--- src/rtl/digest_reader_if.sv ---
// Word-return channel between digest_reader and the processor.
interface digest_reader_if #(
  parameter int unsigned BUS_WIDTH = 64
);
  logic [BUS_WIDTH-1:0] dout;
  logic                 dout_valid;
  logic                 dout_ready;
  logic                 dout_last;

  modport master (
    output dout,
    output dout_valid,
    output dout_last,
    input  dout_ready
  );

  modport slave (
    input  dout,
    input  dout_valid,
    input  dout_last,
    output dout_ready
  );
endinterface

--- src/rtl/digest_reader.sv ---
// Captures the hash engine digest on a rising digest_valid and returns it to the
// processor as BUS_WIDTH-bit words, least-significant word first, optionally truncated.
module digest_reader #(
  parameter int unsigned BUS_WIDTH    = 64,
  parameter int unsigned DIGEST_WIDTH = 512,
  parameter int unsigned OUT_WORDS    = DIGEST_WIDTH / BUS_WIDTH
) (
  input  logic                    clk,
  input  logic                    reset_n,
  input  logic [DIGEST_WIDTH-1:0] digest,
  input  logic                    digest_valid,
  input  logic                    abort,
  digest_reader_if.master         dout_if,
  output logic                    busy,
  output logic                    digest_done,
  output logic                    overrun
);

  localparam int unsigned IdxW = (OUT_WORDS > 1) ? $clog2(OUT_WORDS) : 1;
  localparam int unsigned OffW = (DIGEST_WIDTH > 1) ? $clog2(DIGEST_WIDTH) : 1;
  localparam logic [IdxW-1:0] LastIdx = IdxW'(OUT_WORDS - 1);

  typedef enum logic [1:0] {StIdle, StSend, StDone} state_e;

  state_e                  state_q, state_d;
  logic [IdxW-1:0]         idx_q, idx_d;
  logic [DIGEST_WIDTH-1:0] digest_q, digest_d;
  logic                    overrun_q, overrun_d;
  logic                    dv_q;
  logic                    capture;
  logic [OffW-1:0]         word_off;
  logic [BUS_WIDTH-1:0]    dout;
  logic                    dout_valid;
  logic                    dout_last;

  // A rising digest_valid; dv_q resets low so a level high at reset release counts.
  assign capture  = digest_valid & ~dv_q;
  assign word_off = OffW'(idx_q) * OffW'(BUS_WIDTH);

  // Next-state, capture/overrun bookkeeping and output decode.
  always_comb begin
    state_d     = state_q;
    idx_d       = idx_q;
    digest_d    = digest_q;
    overrun_d   = overrun_q;
    dout        = '0;
    dout_valid  = 1'b0;
    dout_last   = 1'b0;
    digest_done = 1'b0;

    unique case (state_q)
      StIdle: begin
        if (capture) begin
          digest_d = digest;
          idx_d    = '0;
          state_d  = StSend;
        end
      end
      StSend: begin
        dout_valid = 1'b1;
        dout       = digest_q[word_off +: BUS_WIDTH];
        dout_last  = (idx_q == LastIdx);
        if (dout_if.dout_ready) begin
          if (dout_last) begin
            state_d = StDone;
          end else begin
            idx_d = idx_q + 1'b1;
          end
        end
      end
      StDone: begin
        digest_done = 1'b1;
        state_d     = StIdle;
      end
      default: state_d = StIdle;
    endcase

    // A new digest while one is still being returned is dropped and flagged.
    if (capture && (state_q != StIdle)) begin
      overrun_d = 1'b1;
    end

    // abort wins over everything, including a capture in the same cycle.
    if (abort) begin
      state_d   = StIdle;
      idx_d     = '0;
      digest_d  = '0;
      overrun_d = 1'b0;
    end
  end

  // State registers; dv_q tracks digest_valid regardless of abort.
  always_ff @(posedge clk or negedge reset_n) begin
    if (!reset_n) begin
      state_q   <= StIdle;
      idx_q     <= '0;
      digest_q  <= '0;
      overrun_q <= 1'b0;
      dv_q      <= 1'b0;
    end else begin
      state_q   <= state_d;
      idx_q     <= idx_d;
      digest_q  <= digest_d;
      overrun_q <= overrun_d;
      dv_q      <= digest_valid;
    end
  end

  assign busy               = (state_q != StIdle);
  assign overrun            = overrun_q;
  assign dout_if.dout       = dout;
  assign dout_if.dout_valid = dout_valid;
  assign dout_if.dout_last  = dout_last;

endmodule

--- src/flat_wrapper.sv ---
// flat-port wrapper written by rule: the top's interface ports become plain ports
module digest_reader_flat 
#(
  parameter int unsigned BUS_WIDTH    = 64,
  parameter int unsigned DIGEST_WIDTH = 512,
  parameter int unsigned OUT_WORDS    = DIGEST_WIDTH / BUS_WIDTH
)
  (clk, reset_n, digest, digest_valid, abort, busy, digest_done, overrun, dout_if_dout, dout_if_dout_valid, dout_if_dout_last, dout_if_dout_ready);
  digest_reader_if #(.BUS_WIDTH(BUS_WIDTH)) dout_if_i ();
  input  logic clk;
  input  logic reset_n;
  input  logic [DIGEST_WIDTH-1:0] digest;
  input  logic digest_valid;
  input  logic abort;
  output logic busy;
  output logic digest_done;
  output logic overrun;
  output wire logic [$bits(dout_if_i.dout)-1:0] dout_if_dout;
  output wire logic [$bits(dout_if_i.dout_valid)-1:0] dout_if_dout_valid;
  output wire logic [$bits(dout_if_i.dout_last)-1:0] dout_if_dout_last;
  input wire logic [$bits(dout_if_i.dout_ready)-1:0] dout_if_dout_ready;
  assign dout_if_dout = dout_if_i.dout;
  assign dout_if_dout_valid = dout_if_i.dout_valid;
  assign dout_if_dout_last = dout_if_i.dout_last;
  assign dout_if_i.dout_ready = dout_if_dout_ready;
  digest_reader #(.BUS_WIDTH(BUS_WIDTH), .DIGEST_WIDTH(DIGEST_WIDTH), .OUT_WORDS(OUT_WORDS)) u_core (.clk(clk), .reset_n(reset_n), .digest(digest), .digest_valid(digest_valid), .abort(abort), .dout_if(dout_if_i), .busy(busy), .digest_done(digest_done), .overrun(overrun));
endmodule
--- config.mk ---
export PLATFORM = sky130hd
export DESIGN_NAME = digest_reader_flat
export DESIGN_NICKNAME = d
export VERILOG_FILES = /design/src/rtl/digest_reader_if.sv /design/src/rtl/digest_reader.sv /design/src/flat_wrapper.sv
export SDC_FILE = /design/constraint.sdc
export NUM_CORES = 1
export LEC_CHECK = 0
export CORE_MARGIN = 10
export CORE_UTILIZATION = 39
export CTS_CLUSTER_SIZE = 16
export DETAILED_ROUTE_END_ITERATION = 10
export GPL_TIMING_DRIVEN = 1
export HOLD_SLACK_MARGIN = 0.15
export PLACE_DENSITY_LB_ADDON = 0.12
export SLEW_MARGIN = 10
export SYNTH_ARGS = -nofsm -noshare
export SYNTH_HDL_FRONTEND = slang
export SYNTH_SLANG_ARGS = --single-unit
--- constraint.sdc ---
create_clock -name clk -period 2.38 [get_ports clk]
set_input_delay 0.595 -clock clk [delete_from_list [all_inputs] [get_ports clk]]
set_output_delay 0.595 -clock clk [all_outputs]
set_load 0.1 [all_outputs]
---- Word-level counts from Yosys, hierarchy flattened ----
Index checks and enable logic that the tools add are counted.
storage, ports and cells
  register bits after elaboration ......... 519
  latch bits .............................. 0
  bits in writable memories ............... 0
  ROM bits ................................ 0
  input port bits ......................... 517
  output and inout port bits .............. 69
  word-level logic and storage cells ...... 45
  memories kept ........................... 0
cells by class
  add/sub/neg operators ................... 1
  $mul .................................... 0
  div/mod/pow operators ................... 0
  order comparisons ....................... 0
  eq/ne operators ......................... 7
  shifts and indexed selects .............. 1
  muxes and demuxes ....................... 19
  bitwise logic cells ..................... 2
  reductions and logical operators ........ 10
operators with widths
  operator             number
  $mux 512             3
  $shiftx 512x10->64   1
  $mux 64              1
  $mux 3               4
  $mux 2               4
  $reduce_bool 2->1    4
  $ne 3x2->1 const B   2
  $ne 3x3->1 const B   2
  $pmux 3 s2           1
  $mux 1               5
  $pmux 2 s2           1
  $reduce_and 4->1     1
  $add 3x1->3 const B  1
  $eq 3x3->1 const B   1
  $reduce_and 3->1     1
  $reduce_bool 3->1    1
  $eq 2x1->1 const B   1
  $eq 2x2->1 const B   1
  $logic_not 2->1      1
  $reduce_and 2->1     1
  $and 1x1->1          1
  $logic_and 1x1->1    1
  $not 1->1            1

---- Longest topological paths before layout ----
Gate-level depths: netlist of run 1.
  word-level depth ........................ 5
  depth in mapped cells ................... 6
  depth with buffers taken out ............ 5

---- Worst setup path before layout of run 1 ----
OpenSTA, ideal clock, no wires.
  path kind ............................... reg2out
  start ................................... reg u_core.state_q[0]
  end ..................................... out dout_if_dout_last
  arrival ................................. 2.971 ns
  data required time ...................... 1.785 ns
  setup slack ............................. -1.186 ns
  stages on the path, launching flop included .. 4
  path buffers ............................ 1
  path through ............................ dfrtp_1 -> clkbuf_1 -> nor2b_1 -> and2_1
between the ends
  cells in the longest elaborated chain, start to end .. 2
RTL lines
  element                 RTL line              text
  start, declared         digest_reader.sv:25   state_e state_q, state_d;
  start signal, assigned  digest_reader.sv:95   state_q <= StIdle;
  start signal, assigned  digest_reader.sv:101  state_q <= state_d;
  $eq 2x1->1              digest_reader.sv:51   unique case (state_q)
  $mux 1                  digest_reader.sv:51
  end, declared           flat_wrapper.sv:20    output wire logic [$bits(dout_if_i.dout_last)-1:0] dout_if_dout_last;
Every way passes these cells.

---- Worst setup path in the final report of run 1 ----
  start ................................... reg u_core.idx_q[2]
  end ..................................... out dout_if_dout[32]
between the ends
  cells in the longest elaborated chain, start to end .. 2
RTL lines
  element                 RTL line              text
  start, declared         digest_reader.sv:26   logic [IdxW-1:0] idx_q, idx_d;
  start signal, assigned  digest_reader.sv:102  idx_q <= idx_d;
  $shiftx 512x10->64      digest_reader.sv:61   dout = digest_q[word_off +: BUS_WIDTH];
  $mux 64                 digest_reader.sv:51
  end, declared           flat_wrapper.sv:18    output wire logic [$bits(dout_if_i.dout)-1:0] dout_if_dout;
Every way passes these cells.

==> results.md, run 1 <==
* Largest net degree at the start of global routing at 127
* Clk slew on worst S/H paths at 0.06 ns
* Crit-path max FO at 28
* Yosys top cell by area: dfrtp_1
* Die Y at 265 um
* Share of Yosys cell area claimed by the top area cell type at between 50% and 60%
* Leak Pwr at around 14 nW
* Drt first-iter violations at 1752
* Setup CP Type: reg -> out
* Slew @ Worst Pin at a little over 0.7 ns
* Post-Syn Nets at 2743
* CP Data Arrival Time at roughly 2.4 ns
* Reg area at 0.0130 mm2
* Peak supply drop at approximately 550 uV
* Hold Crit Start: abort
* RSZ-0062 raised after global routing: yes
* Final WS setup at -0.584 ns
* CTS buffer count at 55
* Final hold slack at 0.381 ns
* Final antenna-violating net count at 0
* Setup crit start: u_core.idx_q[2]$_DFFE_PN0P_
* Post-Route WL at 90.0 mm
* Setup Skew at about 0.010 ns
* Core area at slightly below 0.06 mm2
* Drt wl/cell at 24.8 um
* Yosys warns at 0
* Min cycle time layout at 2.96 ns
* Root buffer cell: clkbuf_16
* Hold Vio Cnt, Final at 0
* Flop-to-flop setup slack at about 0.31 ns
* Total grt overflow at 0
* Finished Layout Cells at approximately 3.6k
* Area Growth Syn to Fin at 47.5%
* Drt drc at 0
* Setup TNS at -34.71 ns
* Layout Utilization at 58.3%
* Final Cell Area at 0.0345 mm2
* Top post-synthesis cells by area: dfrtp_1 (56%), mux2i_1 (11%), a22o_1 (9.6%)
* Synth cell types at 26
* Clock sinks at 519
* Area occupied by multi-input gates at between 0.01 and 0.015 mm2
* Seq/Total Area, Yosys at 55.6%
* I/O pin count at 586
* Die width at between 200 and 300 um
* First-pass GRT wire length at roughly 130 mm
* Number of global-route vias before repair at 21.1k
* Gr usage total at 24.3%
* Placed Instances at 3491
* HPWL Detailed at 63.1 mm
* Tcrit/Tclk final at 125%
* Fmax at about 0.34 GHz
* Initial antenna violation count at 9
* Relative slew slack at about 52%
* Status: finished, violations left
* Maxcap violations at 0
* Initial Util at 39.5%
* Worst-Skew Late Latency at 0.60 ns
* Die Footprint at 0.0701 mm2
* DR vias at 20.1k
* Mapped cell area at 0.0234 mm2
* Hold WC Path Type: in -> reg
* Fillers at 4906
* Vias per inst at 5.54
* Failing checks: setup timing
* Final setup vio count at 65
* DR pass1 iterations at 5
* #FFs+latches synth at 519
* Buffers on Ports at 585
* Cells after Synth at 2224
* CTS tree: built
* Placer Congestion at 0.867
* # rows at 89
* RR Startpoint: u_core.idx_q[1]$_DFFE_PN0P_
* Htree depth at 2
* Placement Cell Area at roughly 0.032 mm2
* Avg Cell Area, Syn at about 11 um2
* Crit end category: primary output
* Max Slew Vio Count at 0
* Maximum root-to-sink buffer count at 3
* CP startpoint kind: register
* Nets at 3327
* PD cells at 617 mW/mm2
* Share of layout cells above drive strength 1 at 15.4%
* Critical Path RT at 1.78 ns
-- flip-flops by register name (all words and copies together) (netlist names) --
register and cells:
u_core.dv_q 1, u_core.idx_q 3, u_core.state_q 2, u_core.overrun 1
u_core.digest_q 512
-- synthesized netlist by cell type, drive strengths merged --
cell type	n
mux2i	256
buf	159
and2	1
a22o	256
ha	2
nand2b	1
nor4b	2
o22ai	128
nor2b	3
nor3	2
clkbuf	42
or4b	2
nand2	514
nor4bb	1
or2	65
dfrtp	519
or4bb	1
o21ai	1
nand4b	1
nand4bb	2
nor2	2
nand3	4
a21oi	260
-- routing by layer --
metal	global-route usage (%)	part of all wire [%]
met1	30.7	41
met2	41.0	50
met3	4.85	6.2
met4	8.68	3.2
met5	0	0.038
-- timing repair --
| action | CTS | global route |
|---|---|---|
| gates cloned | 2 | 5 |
| gates resized for setup | 62 | 39 |
| hold endpoints to repair | 40 | 0 |
| setup buffers | 7 | 19 |
| pin swaps | 5 | 6 |
| endpoints found under the setup margin | 66 | 65 |
| hold buffers | 1 | 0 |
-- cells by family (layout without fill, tap and decap cells) --
logic type	after synthesis	count (layout)	synth area share, %
multiplexers	256	256	11.0
AND/OR/NAND/NOR	601	601	10.7
flip-flops	519	519	55.6
buffers and inverters	201	829	4.02
other	0	5	0
adder cells (fa/ha/maj)	2	2	0.107
AO/OA/AOI/OAI	645	645	18.6
-- critical path, cell delays in order, from the launching register on --
cell and delay [ns]:
dfrtp_2 0.46, or4b_4 0.56, buf_12 0.20, o22ai_1 0.15, or2_4 0.17, buf_12 0.17
-- cell usage in the layout, fill, tap and decap left out, types with 9 or more instances in the layout --
| cell | n |
|---|---|
| buf_12 | 123 |
| clkbuf_16 | 61 |
| dfrtp_1 | 517 |
| clkinv_2 | 10 |
| o22ai_2 | 35 |
| clkbuf_8 | 15 |
| a22o_1 | 256 |
| buf_6 | 9 |
| o22ai_1 | 93 |
| buf_4 | 67 |
| clkbuf_1 | 15 |
| or2_4 | 62 |
| mux2i_2 | 20 |
| nand2_1 | 514 |
| mux2i_1 | 231 |
| a21oi_1 | 260 |
| clkdlybuf4s50_1 | 514 |
-- per-stage QoR --
step	power [mW]	setup slack, ns
3_5_place_dp	12.4	-0.00731
2_1_floorplan	10.6	-0.0560
5_1_grt	22.0	-0.646
3_3_place_gp	12.4	0.0102
4_1_cts	21.4	-0.629
6_report	21.3	-0.584
-- path summary, 6_finish.rpt --
| kind | depth (start not counted) | to |
|---|---|---|
| min in group asynchronous | 2 | u_core.digest_q[27]$_DFFE_PN0P_ |
| max in group asynchronous | 3 | u_core.digest_q[10]$_DFFE_PN0P_ |
| max reg2reg | 7 | u_core.idx_q[1]$_DFFE_PN0P_ |
| max | 5 | dout_if_dout[32] |
| min | 2 | u_core.digest_q[212]$_DFFE_PN0P_ |
| min reg2reg | 1 | u_core.digest_q[72]$_DFFE_PN0P_ |
-- cell type report --
cell class | count | share of cell area [%]
Sequential cell | 519 | 37.7
Multi-Input combinational cell | 1504 | 29.2
Timing Repair Buffer | 728 | 24.8
Clock buffer | 86 | 4.86
Tap cell | 773 | 2.81
Clock inverter | 15 | 0.581
Antenna cell | 5 | 0.0363
-- report_power, final --
part           switching [mW]  total, mW  internal (mW)
clock                    3.60       8.95           5.35
combinational            1.42       2.85           1.44
sequential              0.239       9.46           9.22
No activity file was read; power rests on OpenSTA's default activity.
==> run 2, diff against run 1 <==
--- a/config.mk
+++ b/config.mk
@@ -5,6 +5,7 @@
 export SDC_FILE = /design/constraint.sdc
 export NUM_CORES = 1
 export LEC_CHECK = 0
+export ABC_AREA = 1
 export CORE_MARGIN = 10
 export CORE_UTILIZATION = 39
 export CTS_CLUSTER_SIZE = 16
==> run 2 against run 1 <==
Net effect: the run still ends with setup timing left; routed wire length is 25% higher; clock power is 5.3% higher; cell count is 37% higher; die area is 11% higher; synthesized cell count is 56% higher; combinational power is 81% higher; critical path depth is 3 higher; total power is 13% higher; count of clock-buffer cells in the layout is 5 lower; design area is 13% higher; sequential cell count stayed put; largest cell class unchanged; largest power group is now the clock network.
==> results.md, run 2 <==
* Total grt overflow at 0 (unchanged)
* Drt drc at 0 (unchanged)
* Slew @ Worst Pin at 0.415 ns (-0.311 ns)
* # rows at 94 (+5.6%)
* Avg Cell Area, Syn at 7.53 um2 (-28%)
* Number of global-route vias before repair at 25.7k (+22%)
* Final WS setup at -0.579 ns (+0.00488 ns)
* Area Growth Syn to Fin at 49.7%
* Max reg flops at 512 (unchanged)
* Post-Route WL at 112 mm (+25%)
* CTS buffer count at 57 (+3.6%)
* Async set-reset flop share out of synthesis at 100% (unchanged)
* Nets at 4582 (+38%)
* Commonest non-fill, non-tap cell in the layout: nand3_1
* Critical Path RT at 1.78 ns (about the same)
* Initial Util at 39.5% (about the same)
* Combinational share of power at 21.5% (+8.1 points)
* I/O pin count at 586 (unchanged)
* Internal at 17.0 mW (+6.3%)
* Power Total at 24.0 mW (+13%)
* Peak supply drop at 560 uV (+1.8%)
* Maxcap violations at 0 (unchanged)
* Failing checks: setup timing
* Cells after Synth at 3468 (+56%)
* CP startpoint kind: register
* Most frequent cells in the layout: nand3_1 (747), nand2_1 (572), inv_1 (515), clkdlybuf4s50_1 (515), dfrtp_1 (515)
* Drt first-iter violations at 2797 (+60%)
* Root buffer cell: clkbuf_16
* Status: finished, violations left
* P_sw at 6.94 mW (+32%)
* Setup CP Type: reg -> out
* Clock power frac at 39.3% (-2.8 points)
* Yosys warns at 0 (unchanged)
* Worst-Skew Late Latency at 0.62 ns (+0.02 ns)
* Fillers at 5892 (+20%)
* Synth cell types at 20 (-23%)
* Core area at 0.0661 mm2 (+12%)
* Maximum root-to-sink buffer count at 3 (unchanged)
* RR Startpoint: u_core.idx_q[0]$_DFFE_PN0P_
* Min cycle time layout at 2.96 ns (-0.00488 ns)
* Initial antenna violation count at 8 (-1)
* Hold WC Path Type: in -> async
* Buffers on Ports at 585 (unchanged)
* Max Slew Vio Count at 0 (unchanged)
* Relative slew slack at 72.4% (+21 points)
* DR pass1 iterations at 5 (unchanged)
* Share of Yosys cell area claimed by the top area cell type at 49.7% (-5.8 points)
* Tcrit/Tclk final at 124% (-0.21 points)
* Area occupied by multi-input gates at 0.0112 mm2 (+12%)
* Die width at 279 um (+5.3%)
* Crit end category: primary output
* Sequential power share at 39.2% (-5.3 points)
* R2R Path End: u_core.idx_q[0]$_DFFE_PN0P_
* Mapped cell area at 0.0261 mm2 (+12%)
* Top_reg_cell synth: dfrtp_1
* Drt wl/cell at 22.5 um (-9.0%)
* Synth cell count leaders: nand3_1 (834), nand2_1 (657), dfrtp_1 (519)
* Clk slew on worst S/H paths at 0.07 ns (about the same)
* Flop-to-flop setup slack at 0.40 ns (+0.09 ns)
* Placer Congestion at 0.945 (+9.0%)
* Place WS at -0.0737 ns (-0.0664 ns)
* Most numerous cell in the Yosys netlist: nand3_1
* #FFs+latches synth at 519 (unchanged)
* Final antenna-violating net count at 0 (unchanged)
* DR vias at 26.2k (+30%)
* RSZ-0062 raised after global routing: yes
* Final setup vio count at 66 (+1.5%)
* Setup Skew at 0.0235 ns (+0.0131 ns)
* Die Footprint at 0.0777 mm2 (+11%)
* Hold Vio Cnt, Final at 0 (unchanged)
* Fmax at 0.338 GHz (+0.16%)
* Reg area at 0.0130 mm2 (about the same)
* Die Y at 279 um (+5.3%)
* Gr usage total at 27.0% (+2.6 points)
* HPWL Detailed at 78.7 mm (+25%)
* CTS tree: built
* Leak Pwr at 17.2 nW (+22%)
* Sw Share at 29.0% (+4.2 points)
* Share of layout cells above drive strength 1 at 16.5% (+1.2 points)
* R2R cell count at 8 (+1)
* Biggest register: u_core.digest_q
* Crit-path max FO at 29 (+3.6%)
* PD cells at 613 mW/mm2 (-0.67%)
* Number of synthesized flops with an enable pin at 0 (unchanged)
* Top post-synthesis cells by area: dfrtp_1 (50%), nand3_1 (16%), nand2_1 (9.4%)
* Htree depth at 2 (unchanged)
* Largest net degree at the start of global routing at 60 (-53%)
* First-pass GRT wire length at 162 mm (+22%)
* Post-Syn Nets at 3987 (+45%)
* Seq/Total Area, Yosys at 49.7% (-5.8 points)
* Yosys top cell by area: dfrtp_1
* Vias per inst at 5.26 (-5.2%)
* Biggest regs: u_core.digest_q x512, u_core.idx_q x3, u_core.state_q x2
* CP Data Arrival Time at 2.36 ns (about the same)
* Clock sinks at 519 (unchanged)
run 2: changes by cell type after synthesis, moves of 33 or more:
| cell | before | now |
|---|---|---|
| nor2_1 | 2 | 138 |
| inv_1 | 0 | 518 |
| o22ai_1 | 128 | 0 |
| nand2_1 | 514 | 657 |
| or2_1 | 33 | 0 |
| mux2i_1 | 256 | 0 |
| nand3_1 | 4 | 834 |
| a21oi_1 | 260 | 1 |
| a22o_1 | 256 | 0 |
| o21ai_0 | 1 | 458 |
| o21ai_1 | 0 | 54 |
run 2: power by group through the flow:
stage	Sequential (mW)	Clock [mW]	Combinational, mW
after floorplan	9.52	0	2.21
after global placement	9.53	0	4.51
after detailed placement	9.55	0	4.52
after CTS	9.39	9.50	4.82
after global routing	9.42	9.86	5.54
final	9.39	9.42	5.15
run 2: routing by layer:
layer | vias up | part of all wire, % | GRT usage (%)
met4 | 2 | 3.3 | 9.55
met2 | 1110 | 45 | 40.7
li1 | 12300 | - | -
met1 | 12600 | 45 | 38.2
met5 | - | 0.012 | 0
met3 | 178 | 7.3 | 4.91
run 2: how the worst max path moves through the flow:
stage                                        from               end  slack [ns]  depth (start not counted)
floorplan           u_core.state_q[0]$_DFFE_PN0P_       digest_done        0.10                          1
global placement      u_core.idx_q[0]$_DFFE_PN0P_  dout_if_dout[34]       -0.03                          7
detailed placement    u_core.idx_q[0]$_DFFE_PN0P_   dout_if_dout[0]       -0.07                          8
CTS                   u_core.idx_q[0]$_DFFE_PN0P_  dout_if_dout[17]       -0.59                          8
global route          u_core.idx_q[0]$_DFFE_PN0P_  dout_if_dout[29]       -0.63                          9
finish                u_core.idx_q[0]$_DFFE_PN0P_  dout_if_dout[15]       -0.58                          8
run 2: critical path, cell delays in order, from the launching register on:
cell and delay (ns):
dfrtp_4 0.54, buf_8 0.17, buf_16 0.17, nand2_1 0.10, nand3_1 0.17, nand2_1 0.15
nor2_1 0.07, nor2_4 0.15, buf_12 0.18
run 2: cells by family after synthesis:
family / count (synthesis) / synth area share [%]
adder cells (fa/ha/maj): 2 / 0.0958
flip-flops: 519 / 49.7
AND/OR/NAND/NOR: 1632 / 27.5
buffers and inverters: 797 / 12.7
AO/OA/AOI/OAI: 518 / 10.0
run 2: what timing repair did:
| action | 4_1_cts | 5_1_grt |
|---|---|---|
| endpoints found under the setup margin | 66 | 66 |
| hold buffers | 1 | 0 |
| buffers inserted | 20 | 10 |
| pin swaps | 31 | 62 |
| resized for setup | 182 | 126 |
| endpoints found under the hold margin | 17 | 0 |
| cloned | 9 | 25 |
run 2: cell type report:
class | instances | area share, %
clock inverter | 26 | 0.807
multi-input combinational | 2152 | 28.7
timing repair inverter | 3 | 0.122
tap | 864 | 2.77
clock buffer | 81 | 4.24
antenna | 7 | 0.0448
sequential | 519 | 33.3
inverter | 521 | 5.11
timing repair buffer | 809 | 25.0
run 2: metrics by stage:
| step | setup TNS [ns] | hold WS, ns | area, um2 | utilization, % | std cells |
|---|---|---|---|---|---|
| 4_1_cts | -33.70 | 0.448 | 38000 | 57.5 | 4942 |
| 3_3_place_gp | -0.0513 | 0.488 | 34900 | 52.8 | 4805 |
| 3_5_place_dp | -0.110 | 0.504 | 34900 | 52.8 | 4805 |
| 2_1_floorplan | 0 | 0.299 | 26600 | - | 3468 |
| 5_1_grt | -37.01 | 0.475 | 39100 | 59.1 | 4982 |
| 6_report | -32.37 | 0.463 | 39100 | 59.1 | 4982 |
==> run 3, diff against run 2 <==
--- a/config.mk
+++ b/config.mk
@@ -10,6 +10,7 @@
 export CORE_UTILIZATION = 39
 export CTS_CLUSTER_SIZE = 16
 export DETAILED_ROUTE_END_ITERATION = 10
+export GPL_ROUTABILITY_DRIVEN = 0
 export GPL_TIMING_DRIVEN = 1
 export HOLD_SLACK_MARGIN = 0.15
 export PLACE_DENSITY_LB_ADDON = 0.12
==> constraint.sdc (replaced) <==
create_clock -name clk -period 3.3 [get_ports clk]
set_input_delay 0.825 -clock clk [delete_from_list [all_inputs] [get_ports clk]]
set_output_delay 0.825 -clock clk [all_outputs]
set_load 0.1 [all_outputs]
==> run 3 against run 2 <==
Net effect: the run now ends clean; critical endpoint is now dout_if_dout[45]; largest cell class unchanged; clock power fell by 28%; first-iteration DRC count down 19%; clock skew is 0.0083 ns lower.
==> results.md, run 3 (synthesis gave the netlist of run 2 again) <==
* WP buf/inv at 3 (unchanged)
* R2R Path End: u_core.digest_q[32]$_DFFE_PN0P_
* Biggest regs: u_core.digest_q x512, u_core.idx_q x3, u_core.state_q x2
* Slew @ Worst Pin at 0.668 ns (+0.253 ns)
* Max incr delay on CP at 0.58 ns (+0.04 ns)
* Critical Path RT at 2.47 ns (+0.69 ns)
* Area Growth Syn to Fin at 37.7%
* DR vias at 25.2k (-3.8%)
* CP startpoint kind: register
* Final setup vio count at 0 (-100%)
* Die width at 279 um (unchanged)
* Crit end category: primary output
* Peak supply drop at 389 uV (-31%)
* Post-Route WL at 107 mm (-4.4%)
* Final Cell Area at 0.0360 mm2 (-8.0%)
* Setup CP Type: reg -> out
* Initial Util at 39.5% (unchanged)
* Vias per inst at 5.21 (-0.96%)
* Flop-to-flop setup slack at 1.45 ns (+1.05 ns)
* Most frequent cells in the layout: nand3_1 (834), nand2_1 (651), inv_1 (516), dfrtp_1 (516), clkdlybuf4s50_1 (515)
* Die Y at 279 um (unchanged)
* First-pass GRT wire length at 159 mm (-1.8%)
* PD cells at 462 mW/mm2 (-25%)
* Number of global-route vias before repair at 25.7k (+0.047%)
* Placement Cell Area at 0.0335 mm2 (-4.0%)
* Hold Crit Start: u_core.digest_q[201]$_DFFE_PN0P_
* Max reg flops at 512 (unchanged)
* Crit-path max FO at 30 (+3.4%)
* Final WS setup at 0.0380 ns (+0.617 ns)
* Hold Vio Cnt, Final at 0 (unchanged)
* Layout Utilization at 54.4% (-4.7 points)
* Tcrit/Tclk final at around 99%
* Drt wl/cell at 22.2 um (-1.6%)
* Share of layout cells above drive strength 1 at 8.42% (-8.1 points)
* # rows at 94 (unchanged)
* Gr usage total at 26.7% (-0.20 points)
* Biggest register: u_core.digest_q
* Hold path depth at 2
* Relative slew slack at 55.5% (-17 points)
* HPWL Detailed at 76.8 mm (-2.4%)
* Clk slew on worst S/H paths at 0.06 ns (about the same)
* Core area at 0.0661 mm2 (unchanged)
* Nets at 4443 (-3.0%)
* RSZ-0062 raised after global routing: yes
* Final hold slack at 0.516 ns (+0.0530 ns)
* DR pass1 iterations at 5 (unchanged)
* RR Startpoint: u_core.dv_q$_DFF_PN0_
* CTS buffer count at 58 (+1.8%)
* Largest net degree at the start of global routing at 131 (+120%)
* R2R cell count at 7 (-1)
* I/O pin count at 586 (unchanged)
* Drt drc at 0 (unchanged)
* Place WS at 0.246 ns (+0.320 ns)
* Setup TNS at 0 ns (+32.37 ns)
* Buffers on Ports at 585 (unchanged)
* Slowest-stage cell, CP: dfrtp_4
* Min cycle time layout at 3.26 ns
* CTS tree: built
* Setup Skew at 0.0153 ns (-0.00826 ns)
* Leak Pwr at 16.0 nW (-6.8%)
* Worst-Skew Late Latency at 0.62 ns (about the same)
* CP Data Arrival Time at 2.44 ns (+0.08 ns)
* Die Footprint at 0.0777 mm2 (unchanged)
* Hold WC Path Type: reg -> reg
* CP delay by family, top: simple AND/OR/NAND/NOR gates
* Fmax at 0.307 GHz
* Crit-path cells: buf_4 -> buf_16 -> nand2_1 -> nand3_1 -> nand2_1 -> nor2_4 -> nor2_2 -> buf_12
* Max Slew Vio Count at 0 (unchanged)
* Drt first-iter violations at 2273 (-19%)
* Crit path top cell by count: nand2_1
* Maxcap violations at 0 (unchanged)
* Commonest non-fill, non-tap cell in the layout: nand3_1
* Final antenna-violating net count at 0 (unchanged)
* Worst Hold End: u_core.digest_q[201]$_DFFE_PN0P_
* Initial antenna violation count at 19 (+11)
* Clock sinks at 519 (unchanged)
* Status: complete, no violations
* Maximum root-to-sink buffer count at 3 (unchanged)
* Htree depth at 2 (unchanged)
* Root buffer cell: clkbuf_16
* Total grt overflow at 0 (unchanged)
[run 3: cell count changes in the layout (fill, tap and decap cells not counted), sizes merged]
cell,delta
buf,-124
clkbuf,-10
clkinv,-6
inv,-4
bufinv,-2
diode,+2
clkinvlp,+1
[run 3: worst reg2reg max path: stages (launching register included)]
cell and delay (ns):
dfrtp_1 0.36, inv_1 0.06, nand2_1 0.18, nor2_4 0.27
buf_12 0.29, buf_12 0.27, nand3_1 0.19, o21ai_1 0.15
[run 3: metal layers]
layer	global-route usage, %	share of wire (%)	vias to the layer above
met5	0	0.14	-
met4	10.9	4.0	24
met3	6.35	7.0	212
met2	46.7	51	853
met1	31.2	38	12100
li1	-	-	12000
[run 3: how the worst max path moves through the flow]
stage / from / end / slack [ns] / depth (start not counted)
after floorplan: u_core.idx_q[0]$_DFFE_PN0P_ / dout_if_dout[32] / 0.1 / 8
after detailed placement: u_core.idx_q[0]$_DFFE_PN0P_ / dout_if_dout[20] / 0.25 / 7
after CTS: u_core.idx_q[0]$_DFFE_PN0P_ / dout_if_dout[20] / -0.02 / 8
final: u_core.idx_q[0]$_DFFE_PN0P_ / dout_if_dout[45] / 0.04 / 8
after global placement: u_core.idx_q[0]$_DFFE_PN0P_ / dout_if_dout[30] / 0.26 / 7
after global routing: u_core.idx_q[0]$_DFFE_PN0P_ / dout_if_dout[63] / -0.06 / 7
[run 3: report_power, final]
group | leakage [nW] | internal [mW] | switching [mW]
Combinational | 7.96 | 1.21 | 1.88
Sequential | 7.06 | 6.68 | 0.0886
Clock | 0.985 | 4.05 | 2.71
[run 3: repair_timing]
item                       4_1_cts  5_1_grt
hold buffers                     1        0
hold endpoints to repair         1        0
setup buffers                    2        2
setup endpoints to repair       58       41
pin swaps                        2        2
cloned                           2        1
gates resized for setup         57       31
[run 3: layout make-up]
class | count | area (um2)
inverters | 521 | 1990
clock buffers | 84 | 1760
diodes | 9 | 22.5
well taps | 864 | 1080
multi-input cells | 2152 | 10000
fillers | 6287 | 30100
repair buffers | 672 | 7850
clock inverters | 18 | 224
flip-flops and latches | 519 | 13000
[run 3: stage by stage]
step | std cells | total power [mW]
after floorplan | 3468 | 8.35
after global placement | 4720 | 9.90
after detailed placement | 4720 | 9.91
after CTS | 4827 | 16.7
after global routing | 4836 | 17.3
final | 4839 | 16.6
